**config.mk**
```make
export PLATFORM = sky130hd
export DESIGN_NAME = reg_reader
export DESIGN_NICKNAME = d
export VERILOG_FILES = /design/src/rtl/reg_reader_pkg.sv /design/src/rtl/reg_reader.sv
export SDC_FILE = /design/constraint.sdc
export NUM_CORES = 1
export LEC_CHECK = 0
export ABC_AREA = 0
export CORE_ASPECT_RATIO = 1.75
export CORE_UTILIZATION = 51
export DETAILED_ROUTE_END_ITERATION = 8
export PLACE_DENSITY = 0.9
export SLEW_MARGIN = 20
export SYNTH_ARGS = -nofsm -noshare
export SYNTH_HDL_FRONTEND = slang
export SYNTH_SLANG_ARGS = --single-unit
```
**constraint.sdc**
```tcl
create_clock -name CLK -period 3.5 [get_ports CLK]
set_clock_uncertainty 0.05 [all_clocks]
set_input_delay 0.7 -clock CLK [delete_from_list [all_inputs] [get_ports CLK]]
set_output_delay 0.7 -clock CLK [all_outputs]
set_load 0.01 [all_outputs]
```
**src/rtl/reg_reader_pkg.sv**
```systemverilog
// Shared definitions for the burst register reader: FSM state encoding and register count.
package reg_reader_pkg;

   typedef enum logic [1:0] {
      StIdle    = 2'd0,
      StSetup   = 2'd1,
      StCapture = 2'd2,
      StSend    = 2'd3
   } state_e;

   localparam int unsigned REG_COUNT = 8;

endpackage

```
**src/rtl/reg_reader.sv**
```systemverilog
// Burst reader: fetches register pairs through two async read ports and streams them
// one word at a time over a valid/ready interface.
module reg_reader
   import reg_reader_pkg::*;
#(
   parameter int unsigned DATA_WIDTH = 8,
   parameter int unsigned ADDR_WIDTH = 3
) (
   input  logic                  CLK,
   input  logic                  RESET,
   input  logic                  START,
   input  logic [ADDR_WIDTH-1:0] FIRST_ADDR,
   input  logic [ADDR_WIDTH:0]   COUNT,
   output logic [ADDR_WIDTH-1:0] RADDR1,
   output logic [ADDR_WIDTH-1:0] RADDR2,
   input  logic [DATA_WIDTH-1:0] RDATA1,
   input  logic [DATA_WIDTH-1:0] RDATA2,
   output logic [DATA_WIDTH-1:0] DATA,
   output logic                  VALID,
   input  logic                  READY,
   output logic                  BUSY,
   output logic                  DONE
);

   localparam int unsigned CntW = ADDR_WIDTH + 1;

   state_e                state_q, state_d;
   logic [ADDR_WIDTH-1:0] ptr_q, ptr_d;
   logic [ADDR_WIDTH-1:0] raddr1_q, raddr1_d;
   logic [ADDR_WIDTH-1:0] raddr2_q, raddr2_d;
   logic [CntW-1:0]       remain_q, remain_d;
   logic                  sel_q, sel_d;
   logic                  done_q, done_d;
   logic [DATA_WIDTH-1:0] buf0_q, buf0_d;
   logic [DATA_WIDTH-1:0] buf1_q, buf1_d;
   logic [ADDR_WIDTH-1:0] next_ptr;

   always_comb begin
      state_d  = state_q;
      ptr_d    = ptr_q;
      raddr1_d = raddr1_q;
      raddr2_d = raddr2_q;
      remain_d = remain_q;
      sel_d    = sel_q;
      buf0_d   = buf0_q;
      buf1_d   = buf1_q;
      done_d   = 1'b0;
      next_ptr = ptr_q + ADDR_WIDTH'(2);

      unique case (state_q)
         StIdle: begin
            if (START && (COUNT != '0)) begin
               ptr_d    = FIRST_ADDR;
               remain_d = (COUNT > CntW'(REG_COUNT)) ? CntW'(REG_COUNT) : COUNT;
               // Addresses are registered here so they are stable for the whole SETUP cycle.
               raddr1_d = FIRST_ADDR;
               raddr2_d = FIRST_ADDR + ADDR_WIDTH'(1);
               state_d  = StSetup;
            end
         end
         StSetup: begin
            state_d = StCapture;
         end
         StCapture: begin
            buf0_d  = RDATA1;
            buf1_d  = RDATA2;
            sel_d   = 1'b0;
            state_d = StSend;
         end
         StSend: begin
            if (READY) begin
               remain_d = remain_q - CntW'(1);
               if (remain_q == CntW'(1)) begin
                  done_d  = 1'b1;
                  state_d = StIdle;
               end else if (!sel_q) begin
                  sel_d = 1'b1;
               end else begin
                  ptr_d    = next_ptr;
                  raddr1_d = next_ptr;
                  raddr2_d = next_ptr + ADDR_WIDTH'(1);
                  state_d  = StSetup;
               end
            end
         end
         default: begin
            state_d = StIdle;
         end
      endcase
   end

   always_ff @(posedge CLK or negedge RESET) begin
      if (!RESET) begin
         state_q  <= StIdle;
         ptr_q    <= '0;
         raddr1_q <= '0;
         raddr2_q <= '0;
         remain_q <= '0;
         sel_q    <= 1'b0;
         done_q   <= 1'b0;
         buf0_q   <= '0;
         buf1_q   <= '0;
      end else begin
         state_q  <= state_d;
         ptr_q    <= ptr_d;
         raddr1_q <= raddr1_d;
         raddr2_q <= raddr2_d;
         remain_q <= remain_d;
         sel_q    <= sel_d;
         done_q   <= done_d;
         buf0_q   <= buf0_d;
         buf1_q   <= buf1_d;
      end
   end

   always_comb begin
      VALID  = (state_q == StSend);
      BUSY   = (state_q != StIdle);
      DONE   = done_q;
      RADDR1 = raddr1_q;
      RADDR2 = raddr2_q;
      DATA   = VALID ? (sel_q ? buf1_q : buf0_q) : '0;
   end

endmodule

```
; ---- Word-level counts from Yosys, hierarchy flattened
; Cells that the tools add are included.
[word_totals]
word_cells = 59
output_inout_bits = 17
in_bits = 27
regBits = 30
[classes]
n_addsub = 4
n_eq_ne = 9
order_cmp = 1
muxes = 27
reduce_logical = 10
[op_table]
columns = operator, count
row1 = 3-bit two-way mux, 8
row2 = 8-bit two-way mux, 2
row3 = 4-bit two-way mux, 3
row4 = 3-bit one-hot mux with 2 select lines, 2
row5 = 3-bit AND reduction, 3
row6 = 2-bit two-way mux, 4
row7 = 2-bit one-hot mux with 4 select lines, 1
row8 = 4-bit one-hot mux with 2 select lines, 1
row9 = 3-bit by 1-bit adder with 3-bit output (second input constant), 2
row10 = 2-bit nonzero test, 3
row11 = 1-bit two-way mux, 5
row12 = 5-bit AND reduction, 1
row13 = 2-bit == test (second input constant), 2
row14 = 4-bit by 1-bit == test with 1-bit output (second input constant), 1
row15 = 4-bit greater-than comparator (second input constant), 1
row16 = 2-bit by 1-bit != test with 1-bit output (second input constant), 2
row17 = 2-bit != test (second input constant), 2
row18 = 4-bit nonzero test, 1
row19 = 4-bit by 1-bit subtractor with 4-bit output (second input constant), 1
row20 = 3-bit by 2-bit adder with 3-bit output (second input constant), 1
row21 = 3-bit by 1-bit != test with 1-bit output (second input constant), 1
row22 = 2-bit by 1-bit == test with 1-bit output (second input constant), 1
row23 = 2-bit zero test, 1
row24 = 1-bit one-hot mux with 2 select lines, 1
row25 = 1-bit logical AND, 1

; ---- Depth between registers and ports, before layout
; Gate-level depths: netlist of the first run.
[depth]
ltp_word = 6
depth_mapped = 8

; ---- Worst setup path before layout of the first run
; Ideal clock, no wire load.
[synth_timing]
path_type = register to register
start = reg state_q[1]
end = reg raddr2_q[2] (netlist: RADDR2[2])
path_buffers = 2
arrival_time_ns = 2.069
period_less_slack_ns = 2.244
stages_incl_launch_ff = 8
setup_slack_ns = 1.256
required_time_ns = 3.325
path_cell_list = dfrtp_1 > ha_1 > clkbuf_1 > clkbuf_1 > mux2_2 > ha_1 > xor2_1 > mux2_4
[synth_between]
elab_chain_len = 3
elab_cells_between_ends = 9
classes_between = eq/ne: 5 / mux: 1 / reduce/logical: 3
[synth_lines]
columns = element, line_no
row1 = start: declaration, reg_reader.sv:27  ; state_e state_q, state_d;
row2 = start signal: assignment, reg_reader.sv:94  ; state_q <= StIdle;
row3 = start signal: assignment, reg_reader.sv:104  ; state_q <= state_d;
row4 = 2-bit == test *, --
row5 = via VALID, reg_reader.sv:19  ; output logic VALID,
row6 = 2-bit != test (no source line) (tied with other cells), --
row7 = 5-bit AND reduction (no source line), --
row8 = end signal: assignment, reg_reader.sv:107  ; raddr2_q <= raddr2_d;
row9 = end: declaration, reg_reader.sv:30  ; logic [ADDR_WIDTH-1:0] raddr2_q, raddr2_d;
; Mark *: on every way through the listed nets, which the timed path passes. The rest lies on a longest branch.
; A chain may end at the register's enable or synchronous reset.

; ---- Final worst setup path of the first run
[layout_timing]
start = reg state_q[1]
end = out DATA[5]
[layout_between]
elab_chain_len = 2
[layout_lines]
columns = element, line_no
row1 = 2-bit == test, reg_reader.sv:117  ; VALID = (state_q == StSend);
row2 = 8-bit two-way mux, reg_reader.sv:122  ; DATA = VALID ? (sel_q ? buf1_q : buf0_q) : '0;
row3 = end: declaration, reg_reader.sv:18  ; output logic [DATA_WIDTH-1:0] DATA,
; Every way passes these cells.

==> results of run 1 <==
-- where the power goes --
| part | switching [uW] | internal [uW] |
|---|---|---|
| Clock | 121 | 227 |
| Combinational | 470 | 583 |
| Sequential | 151 | 527 |
-- cell type report --
type                            count  area (um^2)
Timing Repair Buffer               45        445.4
Sequential cell                    30        750.7
Clock buffer                        6        82.58
Fill cell                         213        780.7
Multi-Input combinational cell    101        809.5
Clock inverter                      1        30.03
Inverter                           11        41.29
Tap cell                           42        52.55
-- layer usage --
metal	GRT usage [%]	part of all wire, %
met1	26.24	38
met2	42.21	54
met3	5.882	5.2
met4	11.21	2.5
met5	0	0
-- worst paths after layout --
kind / cells past startpoint / slack, ns / end / start
max in group asynchronous: 2 / 2.35 / buf0_q[7] / RESET
min in group asynchronous: 2 / 0.77 / remain_q[3] / RESET
max reg2reg: 6 / 1.41 / RADDR2[2] / state_q[1]
max: 4 / 0.83 / DATA[5] / state_q[1]
min reg2reg: 1 / 0.46 / buf1_q[7] / buf1_q[7]
min: 1 / 0.46 / buf1_q[7] / buf1_q[7]
-- flip-flops by register name, summed over array words and instances (netlist names) --
name	cells
DONE	1
remain_q	4
RADDR1	3
buf0_q	8
state_q	2
sel_q	1
RADDR2	3
buf1_q	8
-- kinds of logic (layout without fill, tap and decap cells) --
family | Yosys count | count (layout) | synth area share [%]
buf+inv | 18 | 63 | 4.736
flops | 30 | 30 | 45.84
simple gates | 36 | 36 | 10.31
xor+xnor | 2 | 2 | 1.070
mux | 33 | 33 | 22.61
fa+ha+maj | 7 | 7 | 5.347
compound gates | 23 | 23 | 10.08
-- worst reg2reg max path, cell delays in order, from the launching register on --
cell and delay [ns]:
sky130_fd_sc_hd__dfrtp_1 0.42, sky130_fd_sc_hd__ha_1 0.21, sky130_fd_sc_hd__inv_1 0.39, sky130_fd_sc_hd__o21ai_0 0.24
sky130_fd_sc_hd__ha_1 0.26, sky130_fd_sc_hd__xor2_1 0.16, sky130_fd_sc_hd__mux2_4 0.26
-- stage by stage --
stage                     cells  utilization [%]
after floorplan             149                -
after global placement      229            70.15
after detailed placement    229            70.15
after CTS                   236            73.91
after global routing        236            73.91
final                       236            73.91
-- Yosys cell counts (2+ instances only) --
cell / instances
sky130_fd_sc_hd__ha_1: 7
sky130_fd_sc_hd__nand2_1: 7
sky130_fd_sc_hd__nor3_1: 3
sky130_fd_sc_hd__dfrtp_1: 30
sky130_fd_sc_hd__mux2_2: 19
sky130_fd_sc_hd__mux2_4: 3
sky130_fd_sc_hd__nor2_1: 15
sky130_fd_sc_hd__o21ai_0: 3
sky130_fd_sc_hd__buf_2: 2
sky130_fd_sc_hd__nor2b_1: 2
sky130_fd_sc_hd__a31oi_1: 2
sky130_fd_sc_hd__inv_1: 11
sky130_fd_sc_hd__a21oi_1: 8
sky130_fd_sc_hd__mux2i_1: 10
sky130_fd_sc_hd__clkbuf_1: 3
sky130_fd_sc_hd__a211oi_1: 2
==> results.md, run 1 <==
* Result of the run: completed
* Max incr delay on CP at 0.52 ns
* RD Place Congestion at 0.8336
* Final total power at between 2000 and 2500 uW
* Most instantiated flip-flop cell in the synthesis netlist: sky130_fd_sc_hd__dfrtp_1
* Kind of capture point of the worst setup path: output pin
* Count of TritonRoute iterations in the first routing pass at 4
* Largest net degree at the start of global routing at 31
* Worst Path Arrival at 1.92 ns
* Final-report hold violation count at 0
* Net total in the final layout at ~230
* Clock tree from TritonCTS: yes
* Time the final worst path needs with I/O delays and setup at around 2.7 ns
* CTS sink count at 30
* Crit path cell chain: ha_1 -> inv_1 -> nor2_1 -> clkdlybuf4s50_1
* Post-Synthesis Mean Instance Area at 10.99 um^2
* Smallest hold slack at 0.4550 ns
* Fmax at 374.2 MHz
* Clk buf depth at 2
* Final setup violation count at 0
* Startpoint type of the worst setup path: flop
* Static leakage at around 0.00096 uW
* Final Routed Wirelength at 3550 um
* Max Cap Violations at 0
* Cell type contributing the most total cell area after synthesis: sky130_fd_sc_hd__dfrtp_1
* Clock insertion delay at the later pin of the skew report at between 0.2 and 0.3 ns
* Netlist Area Pre-Place at 1638 um^2
* Cell type group with the largest total delay on the critical path: buffers and inverters
* Most frequent cells in the layout: 43 x sky130_fd_sc_hd__clkdlybuf4s50_1, 30 x sky130_fd_sc_hd__dfrtp_1, 19 x sky130_fd_sc_hd__mux2_2
* Number of vias per cell after detailed routing at 5.377
* Setup_tns at 0 ns
* Power per unit of standard cell area at ~940 nW/um^2
* Syn Nets at around 180
* Effective utilization at floorplan at between 50 and 60%
* Count of different cell masters after synthesis at 38
* First-iteration detailed-routing DRC count at 32
* DP Area at approximately 2100 um^2
* Commonest non-fill, non-tap cell in the layout: sky130_fd_sc_hd__clkdlybuf4s50_1
* Hold buffer count at CTS at 0
* Critical path buffers and inverters at 2
* Top-level I/O count at 44
* Number of antenna violations at the first check in global routing at 0
* RSZ-0062 raised after global routing: false
* Area of the placeable core at 2993 um^2
* Clock root cell: sky130_fd_sc_hd__clkbuf_8
* Class of the worst hold path: reg2reg
* Setup repair bufs after CTS at 0
* CTS Buf Count at 5
* Width of the die at 44.84 um
* Max-slew violations at 0
* Layout Area Growth over Synthesis at 35.06%
* Per-cell routed wire length at approximately 15 um
* Type of the worst setup path: reg2out
* Final critical-path setup slack at 0.8275 ns
* Synth area leaders: sky130_fd_sc_hd__dfrtp_1 46%, sky130_fd_sc_hd__mux2_2 13%, sky130_fd_sc_hd__mux2i_1 6.1%
* Antenna Violating Nets Remaining at 0
* Tightest Pin Transition at 0.7511 ns
* Register bit count reported by yosys at 30
* Post-synthesis async set-or-reset flop share at 100.0%
* Height of the die at 76.97 um
* Top fanout value on the critical path at 15
* Buffers added on ports at 43
* Yosys warning total at 0
* Via count at 1,269
* Area of the die at 3451 um^2
* EDFF count, synth at 0
* CTS clock-pin slew for the worst setup and hold paths at approximately 0.06 ns
* VDD IR max at 0.6212 mV
* Post-DP HPWL at 2644 um
* Required time of the critical path at 2.75 ns
* DRC viols at 0
* Global Route Usage Sum at 24.27%
* Antenna diode count at 0
* Normalized max-slew margin at roughly half
* Portion of synthesized cell area occupied by the leading cell type at 45.84%
* Final Instance Area at about 2200 um^2
* Number of instances in the synthesized netlist at 149
* Std cell rows at 26
* Residual overflow from global routing at 0
* Ratio of cells with drive above 1 in the final layout at 17.53%
* Number of global-route vias before repair at 1,426
* Final critical-path share of the clock period at 76.36%
* Clock H-tree levels at 2
* CP max-delay cell: sky130_fd_sc_hd__clkdlybuf4s50_1
* Post-synthesis sequential area ratio at 45.84%
* Worst setup slack before clock tree synthesis at 0.9902 ns
* Number of instances resized during post-cts repair at 0
* First-pass GRT wire length at 6203 um
(Power assumes the default switching activity.)
==> run 2, diff against run 1 <==
CORE_UTILIZATION = 43   (was 51)
PLACE_DENSITY = 0.81   (was 0.9)
clock period = 2.2 ns   (was 3.5 ns; I/O delays follow)
==> run 2 against run 1 <==
Register-to-register slack got worse by 1.2 ns. Hold slack about the same. Utilization is 12 points lower. Wire length up 2.9%. Cell count up 3.8%. Critical path type unchanged. Largest power group unchanged.
==> results.md, run 2 (synthesized netlist as in run 1, its figures left out) <==
* Max incr delay on CP at around 0.55 ns
* Antenna Violating Nets Remaining at 0
* Power per unit of standard cell area at 1447 nW/um^2
* Time the final worst path needs with I/O delays and setup at between 2 and 2.5 ns
* Post-route insts no fill at 245
* Tightest Pin Transition at about 0.51 ns
* Final total power at 3247 uW
* Hold buffer count at CTS at 0
* Largest registers ranked by flip-flop count: buf0_q (8), buf1_q (8), remain_q (4)
* Min-delay src: buf0_q[3]
* Result of the run: completed
* Critical register-to-register path endpoint: RADDR2[2]
* CP max-delay cell: sky130_fd_sc_hd__clkdlybuf4s50_1
* Fmax at 463.5 MHz
* Height of the die at 83.65 um
* Final-report hold violation count at 0
* Startpoint type of the worst setup path: flop
* Fillers at between 300 and 400
* CTS sink count at 30
* Residual overflow from global routing at 0
* Clock tree from TritonCTS: yes
* Final setup violation count at 0
* First element of the critical path: state_q[1]
* CTS Buf Count at 5
* Ratio of cells with drive above 1 in the final layout at between 20% and 30%
* Most frequent cells in the layout: 40 x sky130_fd_sc_hd__clkdlybuf4s50_1, 29 x sky130_fd_sc_hd__dfrtp_1, 19 x sky130_fd_sc_hd__mux2_2
* CTS clock-pin slew for the worst setup and hold paths at around 0.060 ns
* Commonest non-fill, non-tap cell in the layout: sky130_fd_sc_hd__clkdlybuf4s50_1
* Reg-to-reg critical path startpoint: state_q[1]
* Number of antenna violations at the first check in global routing at 0
* Clock root cell: sky130_fd_sc_hd__clkbuf_8
* Effective utilization at floorplan at 45.14%
* Std cell rows at 29
* Clock insertion delay at the later pin of the skew report at between 0.2 and 0.3 ns
* Placed Instances at 238
* Worst Hold Endpoint: buf0_q[3]
* Max Cap Violations at 0
* Normalized max-slew margin at 65.84%
* Required time of the critical path at 1.71 ns
* Final critical-path share of the clock period at 98.07%
* Setup slack of the most critical reg-to-reg path at around 0.20 ns
* Global Route Usage Sum at between 20% and 30%
* Largest net degree at the start of global routing at 31
* Post-DP HPWL at ~2700 um
* Area of the die at 4070 um^2
* Max-slew violations at 0
* Clock H-tree levels at 2
* Top fanout value on the critical path at 10
* Clk buf depth at 2
* Buffers added on ports at 43
* Number of global-route vias before repair at between 1,000 and 1,500
* Width of the die at 48.66 um
* First-pass GRT wire length at 6223 um
* Final Routed Wirelength at 3654 um
* RD Place Congestion at approximately 0.9
* Count of TritonRoute iterations in the first routing pass at 4
* DRC viols at 0
* Per-cell routed wire length at 14.91 um
* Static leakage at 0.001019 uW
* Layout Area Growth over Synthesis at 36.97%
* Type of the worst setup path: reg2out
* VDD IR max at 0.8465 mV
* Class of the worst hold path: reg2reg
* Crit path cell chain: ha_1 -> inv_2 -> nor2_1 -> clkdlybuf4s50_1
* Net total in the final layout at 234
* Number of vias per cell after detailed routing at 5.249
* Area of the placeable core at 3628 um^2
* Via count at between 1,000 and 1,500
* RSZ-0062 raised after global routing: true
* Hold Crit Depth at 1
* Antenna diode count at 0
* Number of cells traversed by the worst register-to-register path at 6
* Kind of capture point of the worst setup path: output pin
* First-iteration detailed-routing DRC count at 22
* Top-level I/O count at 44
* Worst Path Arrival at 1.67 ns
## run 2: layout make-up
| type | instances | area (um^2) | area share (%) |
|---|---|---|---|
| multi-input cells | 101 | 812.0 | 36.20 |
| flip-flops and latches | 30 | 752.0 | 33.52 |
| repair buffers | 51 | 498.0 | 22.20 |
| clock buffers | 6 | 82.58 | 3.681 |
| well taps | 46 | 57.56 | 2.566 |
| inverters | 11 | 41.29 | 1.840 |
## run 2: how the worst max path moves through the flow
stage / end / slack [ns] / depth (start not counted)
finish: DATA[3] / 0.04 / 4
global route: VALID / -0.01 / 3
CTS: DATA[4] / 0.02 / 4
detailed placement: state_q[1] / -0.02 / 5
global placement: state_q[1] / 0.02 / 5
floorplan: RADDR2[2] / 0.05 / 7
## run 2: worst max-delay path, delay by kind of cell (launching register included)
| family | cells | cell delay [ns] |
|---|---|---|
| adders and majority gates | 1 | 0.20 |
| buffers and inverters | 2 | 0.66 |
| and+or+nand+nor | 1 | 0.14 |
| DFF | 1 | 0.39 |
## run 2: stage by stage
step                      utilization, %  hold WS (ns)  cell area [um^2]  setup TNS, ns  setup WS (ns)
after floorplan                        -       0.09441              1639              0        0.04834
after global placement             59.03        0.4390              2142              0        0.01614
after detailed placement           59.03        0.4460              2142       -0.01931       -0.01931
after CTS                          61.34        0.4600              2226              0        0.01551
after global routing               61.83        0.4720              2243       -0.02401       -0.01280
final                              61.83        0.4554              2243              0        0.04236
## run 2: per-layer routing
metal  share of wire (%)  GRT usage, %
met5                   0             0
met2                  56         36.74
met3                 3.9         4.736
met4                 3.0         12.57
met1                  37         20.24
## run 2: where the power goes
| group | internal [uW] | switching (uW) | total, uW |
|---|---|---|---|
| Combinational | 985 | 760 | 1740 |
| Sequential | 840 | 230 | 1070 |
| Clock | 241 | 192 | 432 |
| Total | 2070 | 1180 | 3250 |
## run 2: timing repair
action,in CTS,in global routing
setup buffers,0,1
gates resized for setup,2,4
endpoints found under the setup margin,8,10
